File: src/rtl/vga_apb_stream_ctrl.sv
// APB3-fed pixel FIFO driving a parametrised VGA raster; one pixel per clock.
// CPU pushes 24-bit RGB words, the raster pops one per active clock.
module vga_apb_stream_ctrl #(
  parameter int H_ACTIVE   = 640,
  parameter int H_FP       = 16,
  parameter int H_SYNC     = 96,
  parameter int H_BP       = 48,
  parameter int V_ACTIVE   = 480,
  parameter int V_FP       = 10,
  parameter int V_SYNC     = 2,
  parameter int V_BP       = 33,
  parameter bit HS_POL     = 1'b0,
  parameter bit VS_POL     = 1'b0,
  parameter int FIFO_DEPTH = 16
) (
  input  logic        clock,
  input  logic        reset,
  input  logic [31:0] in_paddr,
  input  logic        in_psel,
  input  logic        in_penable,
  input  logic        in_pwrite,
  input  logic [2:0]  in_pprot,
  input  logic [3:0]  in_pstrb,
  input  logic [31:0] in_pwdata,
  output logic        in_pready,
  output logic [31:0] in_prdata,
  output logic        in_pslverr,
  output logic [7:0]  vga_r,
  output logic [7:0]  vga_g,
  output logic [7:0]  vga_b,
  output logic        vga_hsync,
  output logic        vga_vsync,
  output logic        vga_valid
);
  localparam int HT = H_ACTIVE + H_FP + H_SYNC + H_BP;
  localparam int VT = V_ACTIVE + V_FP + V_SYNC + V_BP;
  localparam int HW = $clog2(HT + 1);
  localparam int VW = $clog2(VT + 1);
  localparam int AW = $clog2(FIFO_DEPTH);
  localparam int LW = AW + 1;
  localparam logic [HW-1:0] H_ACT  = HW'(H_ACTIVE);
  localparam logic [HW-1:0] H_SS   = HW'(H_ACTIVE + H_FP);
  localparam logic [HW-1:0] H_SE   = HW'(H_ACTIVE + H_FP + H_SYNC);
  localparam logic [HW-1:0] H_LAST = HW'(HT - 1);
  localparam logic [VW-1:0] V_ACT  = VW'(V_ACTIVE);
  localparam logic [VW-1:0] V_SS   = VW'(V_ACTIVE + V_FP);
  localparam logic [VW-1:0] V_SE   = VW'(V_ACTIVE + V_FP + V_SYNC);
  localparam logic [VW-1:0] V_LAST = VW'(VT - 1);

  logic          en_q, uf_q, valid_q, hs_q, vs_q;
  logic [HW-1:0] h_q, h_d;
  logic [VW-1:0] v_q, v_d;
  logic [31:0]   frame_q, frame_d;
  logic [23:0]   rgb_q;
  logic [23:0]   mem_q [FIFO_DEPTH];
  logic [AW-1:0] rd_q, wr_q;
  logic [LW-1:0] lvl_q, lvl_d;

  logic       access, empty, full, active, pop, underflow_ev, stall;
  logic       wr_fire, push, ctrl_wr, errclr, flush;
  logic [2:0] sel;
  logic       unused_ok;

  assign unused_ok = ^{in_pprot, in_pstrb, in_paddr[31:5], in_paddr[1:0]};

  assign access       = in_psel & in_penable;
  assign sel          = in_paddr[4:2];
  assign empty        = (lvl_q == '0);
  assign full         = (lvl_q == LW'(FIFO_DEPTH));
  assign active       = en_q & (h_q < H_ACT) & (v_q < V_ACT);
  assign pop          = active & ~empty;
  assign underflow_ev = active & empty;
  // A PIXEL write into a full FIFO may only retire in a cycle that also pops.
  assign stall        = access & in_pwrite & (sel == 3'd2) & full & ~pop;
  assign in_pready    = access & ~stall;
  assign in_pslverr   = access & (sel > 3'd4);
  assign wr_fire      = in_pready & in_pwrite;
  assign push         = wr_fire & (sel == 3'd2);
  assign ctrl_wr      = wr_fire & (sel == 3'd0);
  assign errclr       = wr_fire & (sel == 3'd4);
  assign flush        = ctrl_wr & en_q & ~in_pwdata[0];

  always_comb begin
    in_prdata = '0;
    if (access & ~in_pwrite) begin
      case (sel)
        3'd0: in_prdata[0] = en_q;
        3'd1: begin
          in_prdata[0]       = empty;
          in_prdata[1]       = full;
          in_prdata[2]       = uf_q;
          in_prdata[16 +: LW] = lvl_q;
        end
        3'd3:    in_prdata = frame_q;
        default: in_prdata = '0;
      endcase
    end
  end

  always_comb begin
    h_d     = h_q;
    v_d     = v_q;
    frame_d = frame_q;
    if (en_q) begin
      if (h_q == H_LAST) begin
        h_d = '0;
        if (v_q == V_LAST) begin
          v_d     = '0;
          frame_d = frame_q + 32'd1;
        end else begin
          v_d = v_q + VW'(1);
        end
      end else begin
        h_d = h_q + HW'(1);
      end
    end
    if (flush) begin
      h_d = '0;
      v_d = '0;
    end
  end

  always_comb begin
    lvl_d = lvl_q;
    if (flush) lvl_d = '0;
    else if (push & ~pop) lvl_d = lvl_q + LW'(1);
    else if (pop & ~push) lvl_d = lvl_q - LW'(1);
  end

  always_ff @(posedge clock) begin
    if (push) mem_q[wr_q] <= in_pwdata[23:0];
  end

  always_ff @(posedge clock) begin
    if (reset) begin
      en_q    <= 1'b0;
      uf_q    <= 1'b0;
      h_q     <= '0;
      v_q     <= '0;
      frame_q <= '0;
      rd_q    <= '0;
      wr_q    <= '0;
      lvl_q   <= '0;
      rgb_q   <= '0;
      valid_q <= 1'b0;
      hs_q    <= ~HS_POL;
      vs_q    <= ~VS_POL;
    end else begin
      h_q     <= h_d;
      v_q     <= v_d;
      frame_q <= frame_d;
      lvl_q   <= lvl_d;
      if (ctrl_wr) en_q <= in_pwdata[0];
      // A new underflow outranks a clear landing in the same cycle.
      if (underflow_ev) uf_q <= 1'b1;
      else if (errclr)  uf_q <= 1'b0;
      if (flush) begin
        rd_q <= '0;
        wr_q <= '0;
      end else begin
        if (push) wr_q <= wr_q + AW'(1);
        if (pop)  rd_q <= rd_q + AW'(1);
      end
      rgb_q   <= pop ? mem_q[rd_q] : 24'd0;
      valid_q <= active;
      hs_q    <= (h_q >= H_SS && h_q < H_SE) ? HS_POL : ~HS_POL;
      vs_q    <= (v_q >= V_SS && v_q < V_SE) ? VS_POL : ~VS_POL;
    end
  end

  assign vga_r     = rgb_q[23:16];
  assign vga_g     = rgb_q[15:8];
  assign vga_b     = rgb_q[7:0];
  assign vga_valid = valid_q;
  assign vga_hsync = hs_q;
  assign vga_vsync = vs_q;
endmodule

File: config.mk
export PLATFORM = sky130hd
export DESIGN_NAME = vga_apb_stream_ctrl
export DESIGN_NICKNAME = d
export VERILOG_FILES = /design/src/rtl/vga_apb_stream_ctrl.sv
export SDC_FILE = /design/constraint.sdc
export NUM_CORES = 1
export LEC_CHECK = 0
export CAP_MARGIN = 20
export CORE_UTILIZATION = 30
export CTS_BUF_LIST = sky130_fd_sc_hd__clkbuf_4 sky130_fd_sc_hd__clkbuf_8 sky130_fd_sc_hd__clkbuf_16
export CTS_CLUSTER_DIAMETER = 100
export DETAILED_ROUTE_END_ITERATION = 10
export GPL_TIMING_DRIVEN = 0
export SYNTH_ARGS = -nofsm -noshare
export SYNTH_HDL_FRONTEND = slang
export SYNTH_SLANG_ARGS = --single-unit
File: constraint.sdc
create_clock -name clock -period 4.3 [get_ports clock]
set_input_delay 0.86 -clock clock [delete_from_list [all_inputs] [get_ports clock]]
set_output_delay 0.86 -clock clock [all_outputs]
set_load 0.1 [all_outputs]
======== After elaboration in Yosys (flattened, before gate mapping) ========
Memories as Yosys holds them, arrays and structs flattened. A register that Yosys moved wholly into a read port is not among the register bits.
Cells that the tools add are included.
storage, ports and cells
  flip-flop bits (word level) ............. 70
  bits in writable memories ............... 384
  input bits .............................. 76
  output and inout bits ................... 61
  logic and storage cells ................. 85
  memories ................................ 1
operators by class
  add/sub/neg operators ................... 7
  order comparisons ....................... 7
  eq/ne operators ......................... 7
  multiplexer cells ....................... 16
  bitwise gates (word level) .............. 26
  reduce and logical (&&, ||, !) cells .... 10
memory list
  memory  depth  bits a word  read ports  clocked after memory_dff  write ports  RTL line  source
  mem_q   16     24           1           1                         1            55        logic [23:0] mem_q [FIFO_DEPTH];
operators with widths
  operator                                                             number
  adder 32 x 1 -> 32 bit (second input constant)                       1
  2-to-1 mux 32 bit                                                    1
  adder 10 x 1 -> 10 bit (second input constant)                       2
  bitwise AND 1 bit                                                    20
  == test 10 bit (second input constant)                               2
  < comparator 10 bit (second input constant)                          2
  < comparator 10 x 9 -> 1 bit (second input constant)                 2
  2-to-1 mux 10 bit                                                    2
  2-to-1 mux 13 bit                                                    1
  2-to-1 mux 11 bit                                                    1
  greater-or-equal comparator 10 bit (second input constant)           1
  greater-or-equal comparator 10 x 9 -> 1 bit (second input constant)  1
  2-to-1 mux 5 bit                                                     2
  case mux 5 bit (2 select lines)                                      1
  adder 4 x 1 -> 4 bit (second input constant)                         2
  == test 3 x 2 -> 1 bit (second input constant)                       2
  2-to-1 mux 1 bit                                                     6
  inverter 1 bit                                                       6
  adder 5 x 1 -> 5 bit (second input constant)                         1
  == test 5 bit (second input constant)                                1
  logical NOT 5 bit                                                    1
  subtractor 5 x 1 -> 5 bit (second input constant)                    1
  case mux 2 bit (2 select lines)                                      1
  nonzero test 2 bit                                                   2
  9 further kinds                                                      11

======== Depth between registers and ports, before layout ========
  depth in word-level cells ............... 14
  depth in mapped cells ................... 14
  depth with buffers taken out ............ 11

======== Worst setup path before layout ========
OpenSTA, ideal clock, no wires.
  path kind ............................... input to output
  from .................................... input port in_paddr[3]
  to ...................................... output port in_prdata[0]
  arrival time ............................ 4352 ps
  required time ........................... 3440 ps
  path slack .............................. -912 ps
  stages .................................. 5
  buffers on the path ..................... 1
  path through ............................ buf_1 > nand2_1 > o22ai_1 > a22oi_1 > nor4_1
on the way
  longest elaborated chain between the ends .. 3
  elaborated cells on any way between the ends .. 5
  those cells by class .................... 2 x eq/ne; 2 x mux; 1 x reduce/logical
ends and longest elaborated chain
  item                                            RTL line  source
  start: declaration                              18        input logic [31:0] in_paddr,
  == test 3 x 2 -> 1 bit (tied with other cells)  86        case (sel)
  case mux 1 bit (3 select lines) *               86
  2-to-1 mux 32 bit *                             85        if (access & ~in_pwrite) begin
  end: declaration                                26        output logic [31:0] in_prdata,
Every way passes the cells marked *; elsewhere a longest branch is shown, timed or not.

======== Final worst setup path ========
  from .................................... input port in_psel
  to ...................................... output port in_prdata[5]
on the way
  longest elaborated chain between the ends .. 3
ends and longest elaborated chain
  item                RTL line  source
  start: declaration  19        input logic in_psel,
  bitwise AND 1 bit   66        assign access = in_psel & in_penable;
  bitwise AND 1 bit   85
  2-to-1 mux 32 bit   85
No other way between the ends.

==> results.sh <==
export IMPL_fin_tns_setup_ns=0
export IMPL_ctsHoldBuffers=0
export IMPL_critPathRequiredTime_ns=3.44
export IMPL_htreeDepth=2
export IMPL_yosys_register_bits=478
export IMPL_swShare_pct=20.07
export IMPL_yosysWarnings=0
export IMPL_p_leak_uw=0.006949
export IMPL_fill_cells=5719
export IMPL_cap_violations=0
export IMPL_dp_cells=1981
export IMPL_cts_sinks=478
export IMPL_final_max_slew_viol_count=0
export IMPL_ios=137
export IMPL_final_nets=1345
export IMPL_netlist_area_sq_um=18610
export IMPL_core_sq_um=60810
export IMPL_synth_edf_count=384
export IMPL_hold_violations=0
export IMPL_grt_total_usage_pct=14.14
export IMPL_final_antenna_net_count=0
export IMPL_postLayoutCoreUtil_pct=36.74
export IMPL_cts_root_buf="clkbuf_16"
export IMPL_period_share_pct=97.03
export IMPL_routed_via_density=5.062
export IMPL_crit_arrival_ns=3.31
export IMPL_synthFlopType="edfxtp_1"
export IMPL_clkTransAtPathRegs_ns=0.06
export IMPL_drt_iter0_markers=929
export IMPL_routed_wl_um=44500
export IMPL_final_cells=2073
export IMPL_critical_path_class="input pin to output port"
export IMPL_drc=0
export IMPL_worst_ir_drop_vdd_mv=0.2298
export IMPL_diodes=0
export IMPL_cts_tree="yes"
export IMPL_cp_max_fo=6
export IMPL_layout_drive_gt1_share_pct=19.75
export IMPL_finalPower_uw=9210
export IMPL_pwr_share_clk_pct=44.4
export IMPL_placedInstanceArea_sq_um=20790
export IMPL_hp_class="flip-flop to flip-flop"
export IMPL_dpl_hpwl_um=27650
export IMPL_mostFrequentLayoutCell="edfxtp_1"
export IMPL_ys_types=48
export IMPL_grt_first_pass_wirelength_um=66540
export IMPL_synth_seq_area_share_pct=72.08
export IMPL_setup_violations_final=0
export IMPL_dieArea_sq_um=63030
export IMPL_cts_buffers=49
export IMPL_cts_setup_buffers=0
export IMPL_layout_min_cycle_time_ns=4.172
export IMPL_start_util_pct=30.60
export IMPL_syn_mean_instance_area_sq_um=17.01
export IMPL_wl_per_cell_um=21.47
export IMPL_combPwrFrac_pct=1.4
export IMPL_vias=10493
export IMPL_antenna_found_initial=2
export IMPL_synthCells=1094
export IMPL_grt_remaining_overflow=0
export IMPL_syn_num_nets=1185
export IMPL_yosysTopAreaCellShare_pct=61.97
export IMPL_relSlewSlack_pct=33.20
export IMPL_port_buffers=92
export IMPL_p_seq_share_pct=54.2
export IMPL_grt_start_max_net_pins=25
export IMPL_status="finished clean"
export IMPL_fp_dieH_um=251.1
export IMPL_fmax_ghz=0.2397
export IMPL_p_switching_uw=1849
export IMPL_internal_power_uw=7361
export IMPL_fin_skew_ns=0.01781
export IMPL_dr_pass1_iters=6
export IMPL_design_area_sq_um=22340
export IMPL_yosysTopAreaCell="edfxtp_1"
export IMPL_end_kind="output port"
export IMPL_place_gp_congestion=0.7779
export IMPL_worst_pin_slew_ns=0.9989
export IMPL_die_width_um=251.1
export IMPL_grt_pass1_vias=10570
export IMPL_powerDensity_nw_per_um2=412.2
export IMPL_synth_async_reset_ratio_pct=0
export IMPL_row_count=90
export IMPL_startpoint_type="input pin"
export IMPL_synth_area_top_cells="edfxtp_1 (62%), mux4_2 (12%), dfxtp_1 (10%), o22ai_1 (1.6%), nor2_1 (1.2%)"
export IMPL_insertion_delay_ns=0.58
export IMPL_cts_path_max_buffers=3
export IMPL_final_cell_mix="edfxtp_1 (384), mux4_2 (96), dfxtp_1 (94)"
export IMPL_area_growth_pct=20.07
export IMPL_rsz0062_at_grt="no"
-- metrics by stage --
| step | hold slack, ns | setup WS, ns |
|---|---|---|
| 6_report | 0.5013 | 0.1276 |
| 5_1_grt | 0.5151 | 0.003214 |
| 4_1_cts | 0.5029 | 0.02629 |
| 3_5_place_dp | 0.4932 | -0.9614 |
| 3_3_place_gp | 0.4792 | -3.015 |
| 2_1_floorplan | 0.4343 | -0.5201 |
-- path summary, 6_finish.rpt --
kind	startpoint	cells after the start	to	slack (ns)
worst max register to register	en_q	14	lvl_q[4]	0.32
worst min register to register	frame_q[27]	2	frame_q[27]	0.50
worst max-delay path	in_psel	6	in_prdata[5]	0.13
worst min-delay path	frame_q[27]	2	frame_q[27]	0.50
-- cells in the mapped netlist (all sizes together) (15+ instances only) --
library cell  number
nand4             24
nor3              41
a21oi             29
nor2              61
o22ai             49
nand3             21
nand2             34
or3               16
and3              20
and2              22
o21ai             15
mux4              96
xor2              24
buf               18
dfxtp             94
edfxtp           384
inv               16
clkbuf            41
-- power by group through the flow --
stage / Clock [uW] / Combinational, uW / Sequential, uW
after floorplan: 0 / 38.3 / 5090
after global placement: 0 / 123 / 5090
after detailed placement: 0 / 130 / 5090
after CTS: 4160 / 130 / 4990
after global routing: 4330 / 143 / 4990
final: 4090 / 131 / 4990
-- final cells by class --
type / count / area (sq um) / area share (%)
clock inverters: 26 / 193.9 / 0.8680
flip-flops and latches: 478 / 13410 / 60.03
clock buffers: 62 / 1341 / 6.003
plain buffers: 59 / 227.7 / 1.019
well taps: 782 / 978.4 / 4.379
repair buffers: 109 / 1126 / 5.040
inverters: 17 / 67.56 / 0.3024
multi-input cells: 540 / 4995 / 22.36
-- logic make-up after synthesis --
| group | count (synthesis) | synth area share, % |
|---|---|---|
| AO/OA/AOI/OAI | 107 | 3.423 |
| XOR/XNOR | 37 | 1.742 |
| adder cells (fa/ha/maj) | 15 | 1.049 |
| buffers and inverters | 76 | 1.560 |
| flip-flops | 478 | 72.08 |
| multiplexers | 109 | 12.32 |
| AND/OR/NAND/NOR | 272 | 7.827 |
-- worst max-delay path, cell delays in order --
cell and delay [ns]:
clkdlybuf4s50_1 0.47, nand2_1 0.13, or4b_2 0.65, clkbuf_1 0.20
nor3_1 0.14, dlygate4sd1_1 0.86
-- flip-flops by register name, indices dropped and copies added (netlist names), 4 cells and up --
name     cells
frame_q     32
h_q         10
lvl_q        5
mem_q      384
rd_q         4
rgb_q       24
v_q         10
wr_q         4
-- metal layers --
layer	global-route usage [%]	share of wire (%)	vias to the layer above
met5	0	0.065	-
met4	3.676	1.9	4
met3	2.578	7.1	65
met2	22.65	47	392
met1	19.77	44	5376
li1	-	-	4656
-- what timing repair did --
item | 4_1_cts | 5_1_grt
resized for setup | 128 | 40
hold endpoints to repair | 0 | 0
cloned | 0 | 0
endpoints found under the setup margin | 33 | 34
No activity file was read; power rests on OpenSTA's default activity.
